<file path="src/rtl/vga_scan_controller_if.sv">
// Scan controller bus: line prefetch req/ack handshake plus the timed video outputs.
// Latency: none, signal bundle only.
// Backpressure: line_req/line_idx are held by the controller until line_ack is seen.
interface vga_scan_controller_if #(
  parameter int HDISP = 640,
  parameter int VDISP = 480
);
  localparam int XW = $clog2(HDISP);
  localparam int YW = $clog2(VDISP);

  logic          line_req;
  logic [YW-1:0] line_idx;
  logic          line_ack;
  logic          vga_HS;
  logic          vga_VS;
  logic          vga_BLANK;
  logic [XW-1:0] pix_x;
  logic [YW-1:0] pix_y;
  logic          frame_start;
  logic          underflow;

  // Controller side
  modport master (
    output line_req, line_idx, vga_HS, vga_VS, vga_BLANK,
           pix_x, pix_y, frame_start, underflow,
    input  line_ack
  );

  // Framebuffer reader / display side
  modport slave (
    input  line_req, line_idx, vga_HS, vga_VS, vga_BLANK,
           pix_x, pix_y, frame_start, underflow,
    output line_ack
  );
endinterface

</file>
<file path="src/rtl/vga_scan_controller.sv">
// VGA scan controller: h/v timing, blanking, pixel coordinates and one-line-ahead prefetch.
// Latency: all outputs registered and aligned to the internal (h,v) counters of the same cycle.
// Backpressure: a request is held until acked; a late ack raises sticky underflow, scan never stalls.
module vga_scan_controller #(
  parameter int HDISP  = 640,
  parameter int HFP    = 16,
  parameter int HPULSE = 96,
  parameter int HBP    = 48,
  parameter int VDISP  = 480,
  parameter int VFP    = 11,
  parameter int VPULSE = 2,
  parameter int VBP    = 31
) (
  input  logic                  clk,
  input  logic                  rst,
  input  logic                  en,
  vga_scan_controller_if.master bus
);

  localparam int HTOTAL = HDISP + HFP + HPULSE + HBP;
  localparam int VTOTAL = VDISP + VFP + VPULSE + VBP;
  localparam int HW     = $clog2(HTOTAL);
  localparam int VW     = $clog2(VTOTAL);
  localparam int XW     = $clog2(HDISP);
  localparam int YW     = $clog2(VDISP);

  localparam logic [HW-1:0] H_LAST  = HW'(HTOTAL - 1);
  localparam logic [HW-1:0] H_DISP  = HW'(HDISP);
  localparam logic [HW-1:0] H_SYNC0 = HW'(HDISP + HFP);
  localparam logic [HW-1:0] H_SYNC1 = HW'(HDISP + HFP + HPULSE);
  localparam logic [VW-1:0] V_LAST  = VW'(VTOTAL - 1);
  localparam logic [VW-1:0] V_DISP  = VW'(VDISP);
  localparam logic [VW-1:0] V_PRE   = VW'(VDISP - 1);
  localparam logic [VW-1:0] V_SYNC0 = VW'(VDISP + VFP);
  localparam logic [VW-1:0] V_SYNC1 = VW'(VDISP + VFP + VPULSE);

  typedef enum logic [1:0] {
    S_IDLE,
    S_PRIME,
    S_RUN
  } state_t;

  state_t        r_state;
  logic [HW-1:0] r_h;
  logic [VW-1:0] r_v;
  logic          r_line_req;
  logic [YW-1:0] r_line_idx;
  logic          r_hs;
  logic          r_vs;
  logic          r_blank;
  logic [XW-1:0] r_pix_x;
  logic [YW-1:0] r_pix_y;
  logic          r_frame_start;
  logic          r_underflow;

  logic [HW-1:0] w_nh;
  logic [VW-1:0] w_nv;
  logic          w_frame_end;
  logic          w_hs;
  logic          w_vs;
  logic          w_blank;
  logic [XW-1:0] w_px;
  logic [YW-1:0] w_py;

  // Next counter position and the timing outputs that belong to it, so the
  // registered outputs line up with the counters they were computed from.
  always_comb begin
    w_frame_end = (r_h == H_LAST) && (r_v == V_LAST);
    w_nh        = (r_h == H_LAST) ? '0 : r_h + 1'b1;
    w_nv        = r_v;
    if (r_h == H_LAST) begin
      w_nv = (r_v == V_LAST) ? '0 : r_v + 1'b1;
    end
    w_hs    = !((w_nh >= H_SYNC0) && (w_nh < H_SYNC1));
    w_vs    = !((w_nv >= V_SYNC0) && (w_nv < V_SYNC1));
    w_blank = (w_nh < H_DISP) && (w_nv < V_DISP);
    w_px    = w_blank ? w_nh[XW-1:0] : '0;
    w_py    = w_blank ? w_nv[YW-1:0] : '0;
  end

  // Controller FSM, scan counters, prefetch handshake and registered outputs.
  always_ff @(posedge clk) begin
    if (rst) begin
      r_state       <= S_IDLE;
      r_h           <= '0;
      r_v           <= '0;
      r_line_req    <= 1'b0;
      r_line_idx    <= '0;
      r_hs          <= 1'b1;
      r_vs          <= 1'b1;
      r_blank       <= 1'b0;
      r_pix_x       <= '0;
      r_pix_y       <= '0;
      r_frame_start <= 1'b0;
      r_underflow   <= 1'b0;
    end else begin
      // An ack retires the outstanding request; ack without a request is ignored.
      if (r_line_req && bus.line_ack) begin
        r_line_req <= 1'b0;
      end

      case (r_state)
        S_IDLE: begin
          if (en) begin
            r_state    <= S_PRIME;
            r_line_req <= 1'b1;
            r_line_idx <= '0;
          end
        end

        // Line 0 must be buffered before the first pixel; en is ignored here.
        S_PRIME: begin
          if (bus.line_ack) begin
            r_state       <= S_RUN;
            r_h           <= '0;
            r_v           <= '0;
            r_hs          <= 1'b1;
            r_vs          <= 1'b1;
            r_blank       <= 1'b1;
            r_pix_x       <= '0;
            r_pix_y       <= '0;
            r_frame_start <= 1'b1;
          end
        end

        S_RUN: begin
          if (w_frame_end && !en) begin
            // Frame finished with scan disabled: park with idle outputs.
            r_state       <= S_IDLE;
            r_h           <= '0;
            r_v           <= '0;
            r_hs          <= 1'b1;
            r_vs          <= 1'b1;
            r_blank       <= 1'b0;
            r_pix_x       <= '0;
            r_pix_y       <= '0;
            r_frame_start <= 1'b0;
          end else begin
            r_h           <= w_nh;
            r_v           <= w_nv;
            r_hs          <= w_hs;
            r_vs          <= w_vs;
            r_blank       <= w_blank;
            r_pix_x       <= w_px;
            r_pix_y       <= w_py;
            r_frame_start <= (w_nh == '0) && (w_nv == '0);

            // Starting a display line while its fetch is still unacked.
            if ((w_nh == '0) && (w_nv < V_DISP) && r_line_req && !bus.line_ack) begin
              r_underflow <= 1'b1;
            end

            // Prefetch the next line at the start of the front porch. A request
            // still pending (even one acked this cycle) causes this slot to be skipped.
            if ((w_nh == H_DISP) && !r_line_req) begin
              if (w_nv < V_PRE) begin
                r_line_req <= 1'b1;
                r_line_idx <= w_nv[YW-1:0] + 1'b1;
              end else if ((w_nv == V_LAST) && en) begin
                r_line_req <= 1'b1;
                r_line_idx <= '0;
              end
            end
          end
        end

        default: r_state <= S_IDLE;
      endcase
    end
  end

  assign bus.line_req    = r_line_req;
  assign bus.line_idx    = r_line_idx;
  assign bus.vga_HS      = r_hs;
  assign bus.vga_VS      = r_vs;
  assign bus.vga_BLANK   = r_blank;
  assign bus.pix_x       = r_pix_x;
  assign bus.pix_y       = r_pix_y;
  assign bus.frame_start = r_frame_start;
  assign bus.underflow   = r_underflow;

endmodule

</file>
<file path="src/flat_wrapper.sv">
// flat-port wrapper written by rule: the top's interface ports become plain ports
module vga_scan_controller_flat 
#(
  parameter int HDISP  = 640,
  parameter int HFP    = 16,
  parameter int HPULSE = 96,
  parameter int HBP    = 48,
  parameter int VDISP  = 480,
  parameter int VFP    = 11,
  parameter int VPULSE = 2,
  parameter int VBP    = 31
)
  (clk, rst, en, bus_line_req, bus_line_idx, bus_vga_HS, bus_vga_VS, bus_vga_BLANK, bus_pix_x, bus_pix_y, bus_frame_start, bus_underflow, bus_line_ack);
  vga_scan_controller_if #(.HDISP(HDISP), .VDISP(VDISP)) bus_i ();
  input  logic clk;
  input  logic rst;
  input  logic en;
  output wire logic [$bits(bus_i.line_req)-1:0] bus_line_req;
  output wire logic [$bits(bus_i.line_idx)-1:0] bus_line_idx;
  output wire logic [$bits(bus_i.vga_HS)-1:0] bus_vga_HS;
  output wire logic [$bits(bus_i.vga_VS)-1:0] bus_vga_VS;
  output wire logic [$bits(bus_i.vga_BLANK)-1:0] bus_vga_BLANK;
  output wire logic [$bits(bus_i.pix_x)-1:0] bus_pix_x;
  output wire logic [$bits(bus_i.pix_y)-1:0] bus_pix_y;
  output wire logic [$bits(bus_i.frame_start)-1:0] bus_frame_start;
  output wire logic [$bits(bus_i.underflow)-1:0] bus_underflow;
  input wire logic [$bits(bus_i.line_ack)-1:0] bus_line_ack;
  assign bus_line_req = bus_i.line_req;
  assign bus_line_idx = bus_i.line_idx;
  assign bus_vga_HS = bus_i.vga_HS;
  assign bus_vga_VS = bus_i.vga_VS;
  assign bus_vga_BLANK = bus_i.vga_BLANK;
  assign bus_pix_x = bus_i.pix_x;
  assign bus_pix_y = bus_i.pix_y;
  assign bus_frame_start = bus_i.frame_start;
  assign bus_underflow = bus_i.underflow;
  assign bus_i.line_ack = bus_line_ack;
  vga_scan_controller #(.HDISP(HDISP), .HFP(HFP), .HPULSE(HPULSE), .HBP(HBP), .VDISP(VDISP), .VFP(VFP), .VPULSE(VPULSE), .VBP(VBP)) u_core (.clk(clk), .rst(rst), .en(en), .bus(bus_i));
endmodule
</file>
<file path="config.mk">
export PLATFORM = sky130hd
export DESIGN_NAME = vga_scan_controller_flat
export DESIGN_NICKNAME = d
export VERILOG_FILES = /design/src/rtl/vga_scan_controller_if.sv /design/src/rtl/vga_scan_controller.sv /design/src/flat_wrapper.sv
export SDC_FILE = /design/constraint.sdc
export NUM_CORES = 1
export LEC_CHECK = 0
export ABC_AREA = 1
export CAP_MARGIN = 20
export CORE_UTILIZATION = 45
export CTS_BUF_LIST = sky130_fd_sc_hd__clkbuf_4 sky130_fd_sc_hd__clkbuf_8
export DETAILED_ROUTE_END_ITERATION = 12
export HOLD_SLACK_MARGIN = 0.02
export PLACE_DENSITY_LB_ADDON = 0.15
export SLEW_MARGIN = 20
export SYNTH_ARGS = -nofsm -noshare
export SYNTH_HDL_FRONTEND = slang
export SYNTH_SLANG_ARGS = --single-unit
export TNS_END_PERCENT = 30
</file>
<file path="constraint.sdc">
create_clock -name clk -period 3.3 [get_ports clk]
set_input_delay 0.495 -clock clk [delete_from_list [all_inputs] [get_ports clk]]
set_output_delay 0.495 -clock clk [all_outputs]
set_load 0.05 [all_outputs]
</file>
==> results.cfg, run 1 <==
[status]
status = finished clean

[yosys]
yosysWarnings = 0
synth_flop_cell = dfxtp_1
yosysTopAreaCellShare_pct = 34.3
ys_seq_elements = 56
ys_top_cells_by_area = dfxtp_1 (34%), nand2_1 (17%), nor2_1 (8.6%)
ys_top_cells_by_count = nand2_1 (146), nor2_1 (75), dfxtp_1 (56)
ys_seq_area_share_pct = 34.3
synth.most_common_cell = nand2_1
synth_area_sq_mm = 0.00327
synth_cell_type_count = 36
async_reset_ff_share_pct = 0
synth_fp_nets = 512
yosys.area.top_type = dfxtp_1
synthCells = 503
avgSynthCellArea_sq_um = 6.49
synth_edf_count = 0

[critical_path]
reg2reg_from = u_core.r_h[0]
worstPathRequired_ps = 3520
r2r-end = u_core.bus.line_idx[8]
critPathSlowestCell = dfxtp_1
crit_buf_inv = 3
critPathArrivalTime_ps = 3000
critical-path-max-stage-delay_ps = 400
worstSetupStartpointType = register
startpoint = u_core.r_h[0]
cp.depth = 16
path_max_fanout = 9
crit_top_cell = nand2_1
rr_worst_depth = 16
endpoint_kind = register
critPathKind = reg2reg
r2r_setup_slack_ps = 510
crit_family = simple AND/OR/NAND/NOR gates
cp_cell_sequence = ha_1, nand4_4, nor2_8, xor2_1, nand2_1, inv_1, ha_1, inv_1, nor3_1, nand3_1, nand2_1, inv_1, nand2_1, nand2_1, nand2_1, nor2_1

[timing]
holdWs_ps = 470
rsz0062_at_grt = no
max_freq_mhz = 359
fin_crit_sh_pct = 84.5
setup_slack_ps = 512
min_period_ps = 2790
fin_skew_ps = 9.97
setup_tns_ps = 0
slew_headroom_pct = 53.1
hold_viol_final = 0
slew_violations = 0
tightest_slew_ps = 702
setup_viol = 0

[clock_tree]
clock_latency_ps = 320
cts_hold_buffers = 0
clockBufferDepth = 2
cts_tree = yes
cts_buffers = 5
htree_levels = 2
clk_pin_slew_ps = 100
cts.repair.resized = 0
root_buffer = clkbuf_8
cts_setup_buffers = 0
clkSinkCount = 56

[place]
port_buffers = 37
dp_slack_ps = 534
post-place-cells = 623
place.gp.congestion = 0.953
place_area_sq_mm = 0.00369
post-dp-hpwl_um = 6320

[power]
p_int_mw = 1.06
p_switching_mw = 0.380
power_frac_comb_pct = 12.9
p_leak_nw = 1.57
powerDensity_mw_per_mm2 = 375
power.total_mw = 1.44
seq_power_share_pct = 48.9
swShare_pct = 26.5
clock_power_share_pct = 38.1
ir_drop_mv = 0.191

[finish]
final_util_pct = 55.4
final_cell_count_no_fill = 631
diodes = 0
fin_nets = 543
drive_above_1_share_pct = 8.41
fin_area_sq_mm = 0.00383
area_growth_pct = 17.2

[drt]
viasPerCell = 5.13
num_vias = 3237
postRouteWirelength_um = 8440
drt-pass1-iter-count = 5
wl_per_cell_um = 13.4
drt-initial-drc-count = 211
drc = 0
antenna_left = 0

[die]
ios = 38
core_sq_mm = 0.00691
die_y_um = 87.2
dieWidth_um = 87.2
row_count = 30
die_area_sq_mm = 0.00760
start_util_pct = 47.3

[min_path]
whs_path_depth = 2
min_delay_worst_endpoint = u_core.bus.pix_y[5]
hp-class = reg2reg
holdCritStartpoint = u_core.bus.pix_y[5]

[job]
maxCapViolations = 0

[grt]
overflow = 0
grt_pass1_vias = 2929
grt_pass1_wl_um = 13900
grt_max_degree = 36
antenna_found_initial = 0
track_usage_pct = 23.8
power groups by stage:
| stage | combinational [mW] | clock, mW | sequential, mW |
|---|---|---|---|
| floorplan | 0.0780 | 0 | 0.772 |
| global placement | 0.185 | 0 | 0.719 |
| detailed placement | 0.186 | 0 | 0.719 |
| CTS | 0.187 | 0.559 | 0.703 |
| global route | 0.204 | 0.586 | 0.705 |
| finish | 0.186 | 0.547 | 0.703 |
worst max path at each step:
stage,end
finish,u_core.bus.line_idx[8]
global route,u_core.bus.line_idx[8]
CTS,u_core.bus.line_idx[8]
detailed placement,u_core.bus.line_idx[8]
global placement,u_core.bus.line_idx[8]
floorplan,u_core.bus.line_idx[0]
cells by family after synthesis:
group / synth area share, %
buf+inv: 9.31
simple gates: 40.6
compound gates: 11.9
xor+xnor: 1.88
flops: 34.3
fa+ha+maj: 1.91
state kept, by name (all words and copies together) (netlist names), 2 cells and up:
name	flops
u_core.bus.pix_y	9
u_core.bus.line_idx	9
u_core.r_v	10
u_core.bus.pix_x	10
u_core.r_h	10
u_core.r_state	2
worst min-delay path, delay by kind of cell (launching register included):
| family | cells | cell delay (ps) |
|---|---|---|
| AOI/OAI and AO/OA | 1 | 50 |
| DFF | 1 | 320 |
| and+or+nand+nor | 1 | 60 |
per-layer routing:
metal	up-vias	track usage [%]	part of all wire [%]
li1	1664	-	-
met1	1500	30.9	47
met2	64	41.3	49
met3	9	2.94	2.8
met4	0	6.71	1.2
met5	-	0	0
cell usage in the layout (no fill, tap or decap), types with 2 or more instances in the layout:
cell,count
nand2_1,146
nor2_1,75
dfxtp_1,56
inv_1,44
a21oi_1,44
nand3_1,38
clkdlybuf4s50_1,37
nand2_2,12
nand4_1,9
xor2_1,7
o21a_1,7
buf_4,7
o21ai_0,6
nor3_1,5
ha_1,5
clkbuf_8,5
inv_2,4
nor2_2,4
a21oi_4,3
nand3b_1,3
and2_1,2
nand2_4,2
bufinv_16,2
final cells by class:
type	count	area (sq um)
Inverter	49	184
Multi-Input combinational cell	378	1840
Clock buffer	5	68.8
Sequential cell	56	1120
Fill cell	728	3080
Timing Repair Buffer	44	423
Tap cell	96	120
Clock inverter	3	68.8
(Power assumes the default switching activity.)
==> run 2, diff against run 1 <==
==> constraint.sdc (replaced) <==
create_clock -name clk -period 2.75 [get_ports clk]
set_input_delay 0.4125 -clock clk [delete_from_list [all_inputs] [get_ports clk]]
set_output_delay 0.4125 -clock clk [all_outputs]
set_load 0.05 [all_outputs]
==> results.cfg, run 2 (synthesis results as in run 1) <==
[status]
status = finished clean

[timing]
slew_headroom_pct = 51.7
setup_viol = 0
hold_viol_final = 0
fin_skew_ps = 8.25
min_period_ps = 2570
tightest_slew_ps = 724
max_freq_mhz = 390
rsz0062_at_grt = no
setup_tns_ps = 0
fin_crit_sh_pct = 93.3
slew_violations = 0

[grt]
track_usage_pct = 24.3
grt_pass1_wl_um = 14100
grt_pass1_vias = 3044
grt_max_degree = 36
overflow = 0
antenna_found_initial = 0

[clock_tree]
cts_buffers = 5
clock_latency_ps = 320
htree_levels = 2
clk_pin_slew_ps = 110
cts_tree = yes
clkSinkCount = 56
clockBufferDepth = 2
root_buffer = clkbuf_8

[drt]
drt-initial-drc-count = 193
antenna_left = 0
drt-pass1-iter-count = 5
postRouteWirelength_um = 8710
drc = 0
num_vias = 3314
wl_per_cell_um = 13.6
viasPerCell = 5.19

[critical_path]
endpoint_kind = register
critPathArrivalTime_ps = 2830
worstSetupStartpointType = register
crit_buf_inv = 3
rr_worst_depth = 15
critical-path-max-stage-delay_ps = 420
crit_family = simple AND/OR/NAND/NOR gates
critPathKind = reg2reg
cp_cell_sequence = nor2_1, nand2_1, nor2_8, buf_4, buf_4, nand2_1, o21ai_0, buf_4, nor2_1, nand3_1, nand2_1, nand3_1, nor2_1, a21oi_1, nor2_1
cp.depth = 15
crit_top_cell = nor2_1
worstPathRequired_ps = 3010
path_max_fanout = 6
critPathSlowestCell = dfxtp_1
r2r_setup_slack_ps = 180

[die]
ios = 38
row_count = 30
dieWidth_um = 87.2
start_util_pct = 47.3
die_area_sq_mm = 0.00760
die_y_um = 87.2
core_sq_mm = 0.00691

[power]
p_leak_nw = 1.59
power.total_mw = 1.55
ir_drop_mv = 0.287
powerDensity_mw_per_mm2 = 400

[min_path]
hp-class = reg2reg
whs_path_depth = 2

[finish]
fin_area_sq_mm = 0.00388
most-common-layout-cells = nand2_1 (146), nor2_1 (75), dfxtp_1 (54), inv_1 (44), a21oi_1 (44)
diodes = 0
fin_nets = 551
drive_above_1_share_pct = 10.7
nFillCells = 722
final_util_pct = 56.2
mostFrequentLayoutCell = nand2_1
area_growth_pct = 18.9

[place]
port_buffers = 37
place.gp.congestion = 0.960
post-dp-hpwl_um = 6490
place_area_sq_mm = 0.00374

[job]
maxCapViolations = 0
-- run 2: cell count changes in the layout (fill, tap and decap cells not counted), moves of 2 or more --
| cell | before | now |
|---|---|---|
| buf_4 | 7 | 13 |
| bufinv_16 | 2 | 0 |
| dfxtp_1 | 56 | 54 |
| dfxtp_2 | 0 | 2 |
| ha_1 | 5 | 3 |
| ha_2 | 0 | 2 |
-- run 2: worst paths after layout --
path | startpoint | to
worst max-delay path | u_core.r_h[5] | u_core.bus.line_idx[7]
worst min-delay path | u_core.bus.pix_y[2] | u_core.bus.pix_y[2]
worst max register to register | u_core.r_h[5] | u_core.bus.line_idx[7]
worst min register to register | u_core.bus.pix_y[2] | u_core.bus.pix_y[2]
-- run 2: final cells by class --
type                    count  area [sq um]  share of cell area (%)
clock buffers               5          68.8                    1.77
flip-flops and latches     56          1120                    28.9
clock inverters             3          27.5                   0.709
multi-input cells         379          1870                    48.2
well taps                  96           120                    3.09
repair buffers             51           488                    12.6
inverters                  49           184                    4.74
-- run 2: tightest hold or removal path, delay by kind of cell (launching register included) --
family | cells | cell delay [ps]
compound gates | 1 | 50
flops | 1 | 320
simple gates | 1 | 60
-- run 2: power breakdown --
group,leakage (nW),total [mW],internal (mW),switching [mW]
clock network,0.0463,0.483,0.188,0.295
registers,0.455,0.844,0.832,0.0118
logic,1.09,0.226,0.0705,0.156
-- run 2: repair_timing --
action,CTS,global route
setup endpoints to repair,0,31
endpoints found under the hold margin,0,0
resized for setup,0,6
hold buffers,0,0
buffers inserted,0,2
-- run 2: metrics by stage --
stage	cells	setup slack, ps	hold WS (ps)
final	639	184	469
after global routing	639	12.9	489
after CTS	636	14.7	473
after detailed placement	628	38.6	456
after global placement	628	166	450
after floorplan	503	185	459
-- run 2: metal layers --
metal  vias to the layer above  part of all wire, %  wire length, um  global-route usage, %
met2                        80                   50             4350                   43.7
met4                         0                  2.3              197                   9.69
li1                       1679                    -                -                      -
met1                      1538                   43             3780                   29.0
met5                         -                    0                0                      0
met3                        17                  4.5              388                   3.51
==> variant: new RTL, flow settings as in run 2 <==
`HFP` is set to 16 in 2 places; all go to 32.
--- a/src/rtl/vga_scan_controller.sv
+++ b/src/rtl/vga_scan_controller.sv
@@ -4,5 +4,5 @@
 module vga_scan_controller #(
   parameter int HDISP  = 640,
-  parameter int HFP    = 16,
+  parameter int HFP    = 32,
   parameter int HPULSE = 96,
   parameter int HBP    = 48,
--- a/src/flat_wrapper.sv
+++ b/src/flat_wrapper.sv
@@ -3,5 +3,5 @@
 #(
   parameter int HDISP  = 640,
-  parameter int HFP    = 16,
+  parameter int HFP    = 32,
   parameter int HPULSE = 96,
   parameter int HBP    = 48,
Function: no difference found for any inputs over 10 cycles, from zero or initial values and one cycle with rst high; that may be too few to reach the edited logic, so the function may still have changed.
==> variant against run 2 <==
- area after synthesis is 0.65% lower
- critical path depth is 5 higher
- global-route usage is 0.31 points lower
- cell area is 3.2% higher
- sequential cell count stayed put
- power is 7.0% higher
- synthesized cell count is 1.6% lower
- sequential share of layout area is 0.83 points lower
- worst setup slack better by 0.014 ns
- die area is 0.64% lower
- combinational power hardly changed
- wire length hardly changed
- via count is 0.78% lower
- first-iteration DRC count is 8.8% lower
==> variant: results (changes against run 2) <==
[global_route]
grt_pass1_wl_mm = 14.06  ; was 14.15 mm
pin_count_of_the_biggest_net_entering_global_routing = 35  ; was 36
grt.total_usage_pct = 23.97  ; was 24.29%

[drt]
met2_wirelength_mm = 4.173  ; was 4.347 mm
wirelength_mm = 8.718  ; was 8.710 mm
detail_route.wl_per_cell_um = 13.62  ; was 13.63 um
route.vias.total = 3288  ; was 3,314
met3RoutedLength_um = 327  ; was 388 um
detail_route.wirelength.met1_mm = 3.992  ; was 3.777 mm

[layout]
num-nets-final = 553  ; was 551

[run_status]
outcome = completed  ; unchanged

[place]
placement.cell_area_mm2 = 0.003766  ; was 0.003740 mm2
placed_cells = 624  ; was 628
gpl.final_weighted_congestion = 0.9385  ; was 0.9603

[synth]
ys_top_cells_by_area = dfxtp_1 35%, nand2_1 16%, nor2_1 8.0%  ; was dfxtp_1 34%, nand2_1 17%, nor2_1 8.6%
synthesized_instance_count = 495  ; was 503
mapped_nets = 505  ; was 512

[pwr]
power.switching_fraction_pct = 27.77  ; was 29.77%
cellLeakagePower_nw = 1.591  ; was 1.590 nW

[worst_setup_path]
worstPathMaxFanout = 9  ; was 6
reg2regPathDepth = 20  ; was 15
r2r-start = u_core.r_h[0]  ; was u_core.r_h[5]
worst_path_max_stage_delay_ns = 0.37  ; was 0.42 ns

[sta]
fin_worst_skew_ns = 0.005881  ; was 0.008248 ns
holdWs_ns = 0.4639  ; was 0.4692 ns

[min_path]
hold_path.startpoint = u_core.bus.underflow  ; was u_core.bus.pix_y[2]

-- variant: cell type report --
cell class                 instances  area share [%]
clock buffer                       6           2.061
clock inverter                     2          0.9678
inverter                          52           4.870
multi-input combinational        371           47.71
sequential                        56           28.10
tap                               96           2.997
timing repair buffer              57           13.30
-- variant: worst max path at each step --
stage,start,endpoint,slack [ns],cells after the start
after floorplan,u_core.r_h[0],u_core.bus.line_req,0.14,20
after global placement,u_core.r_h[1],u_core.bus.line_req,0.16,19
after detailed placement,u_core.r_h[1],u_core.bus.line_idx[7],0.005,20
after CTS,u_core.r_h[1],u_core.bus.line_idx[8],0.01,20
after global routing,u_core.r_h[0],u_core.bus.line_idx[8],-0.05,20
final,u_core.r_h[0],u_core.bus.line_idx[8],0.20,20
-- variant: logic make-up after synthesis --
| group | synth area share, % |
|---|---|
| simple gates | 41.98 |
| buf+inv | 8.481 |
| compound gates | 10.79 |
| fa+ha+maj | 2.313 |
| flops | 34.54 |
| xor+xnor | 1.889 |
-- variant: timing repair --
action                     in CTS  in global routing
setup endpoints to repair       8                 10
gates cloned                    0                  1
pin swaps                       1                  8
gates resized for setup         0                 17
setup buffers                   2                  5
hold buffers                    0                  0
-- variant: power by group through the flow --
stage	Clock (mW)	Combinational (mW)	Sequential [mW]
5_1_grt	0.633	0.244	0.848
6_report	0.590	0.226	0.846
2_1_floorplan	0	0.0847	0.926
3_5_place_dp	0	0.219	0.864
3_3_place_gp	0	0.216	0.864
4_1_cts	0.601	0.220	0.845
-- variant: metal layers --
metal  up-vias  track usage (%)
li1       1689                -
met1      1505            30.62
met2        77            40.73
met3        17            3.128
met4         0            9.848
met5         -                0
-- variant: worst min-delay path: stages (launching register included) --
cell and delay (ns):
dfxtp_1 0.33, inv_1 0.05, a21oi_1 0.05
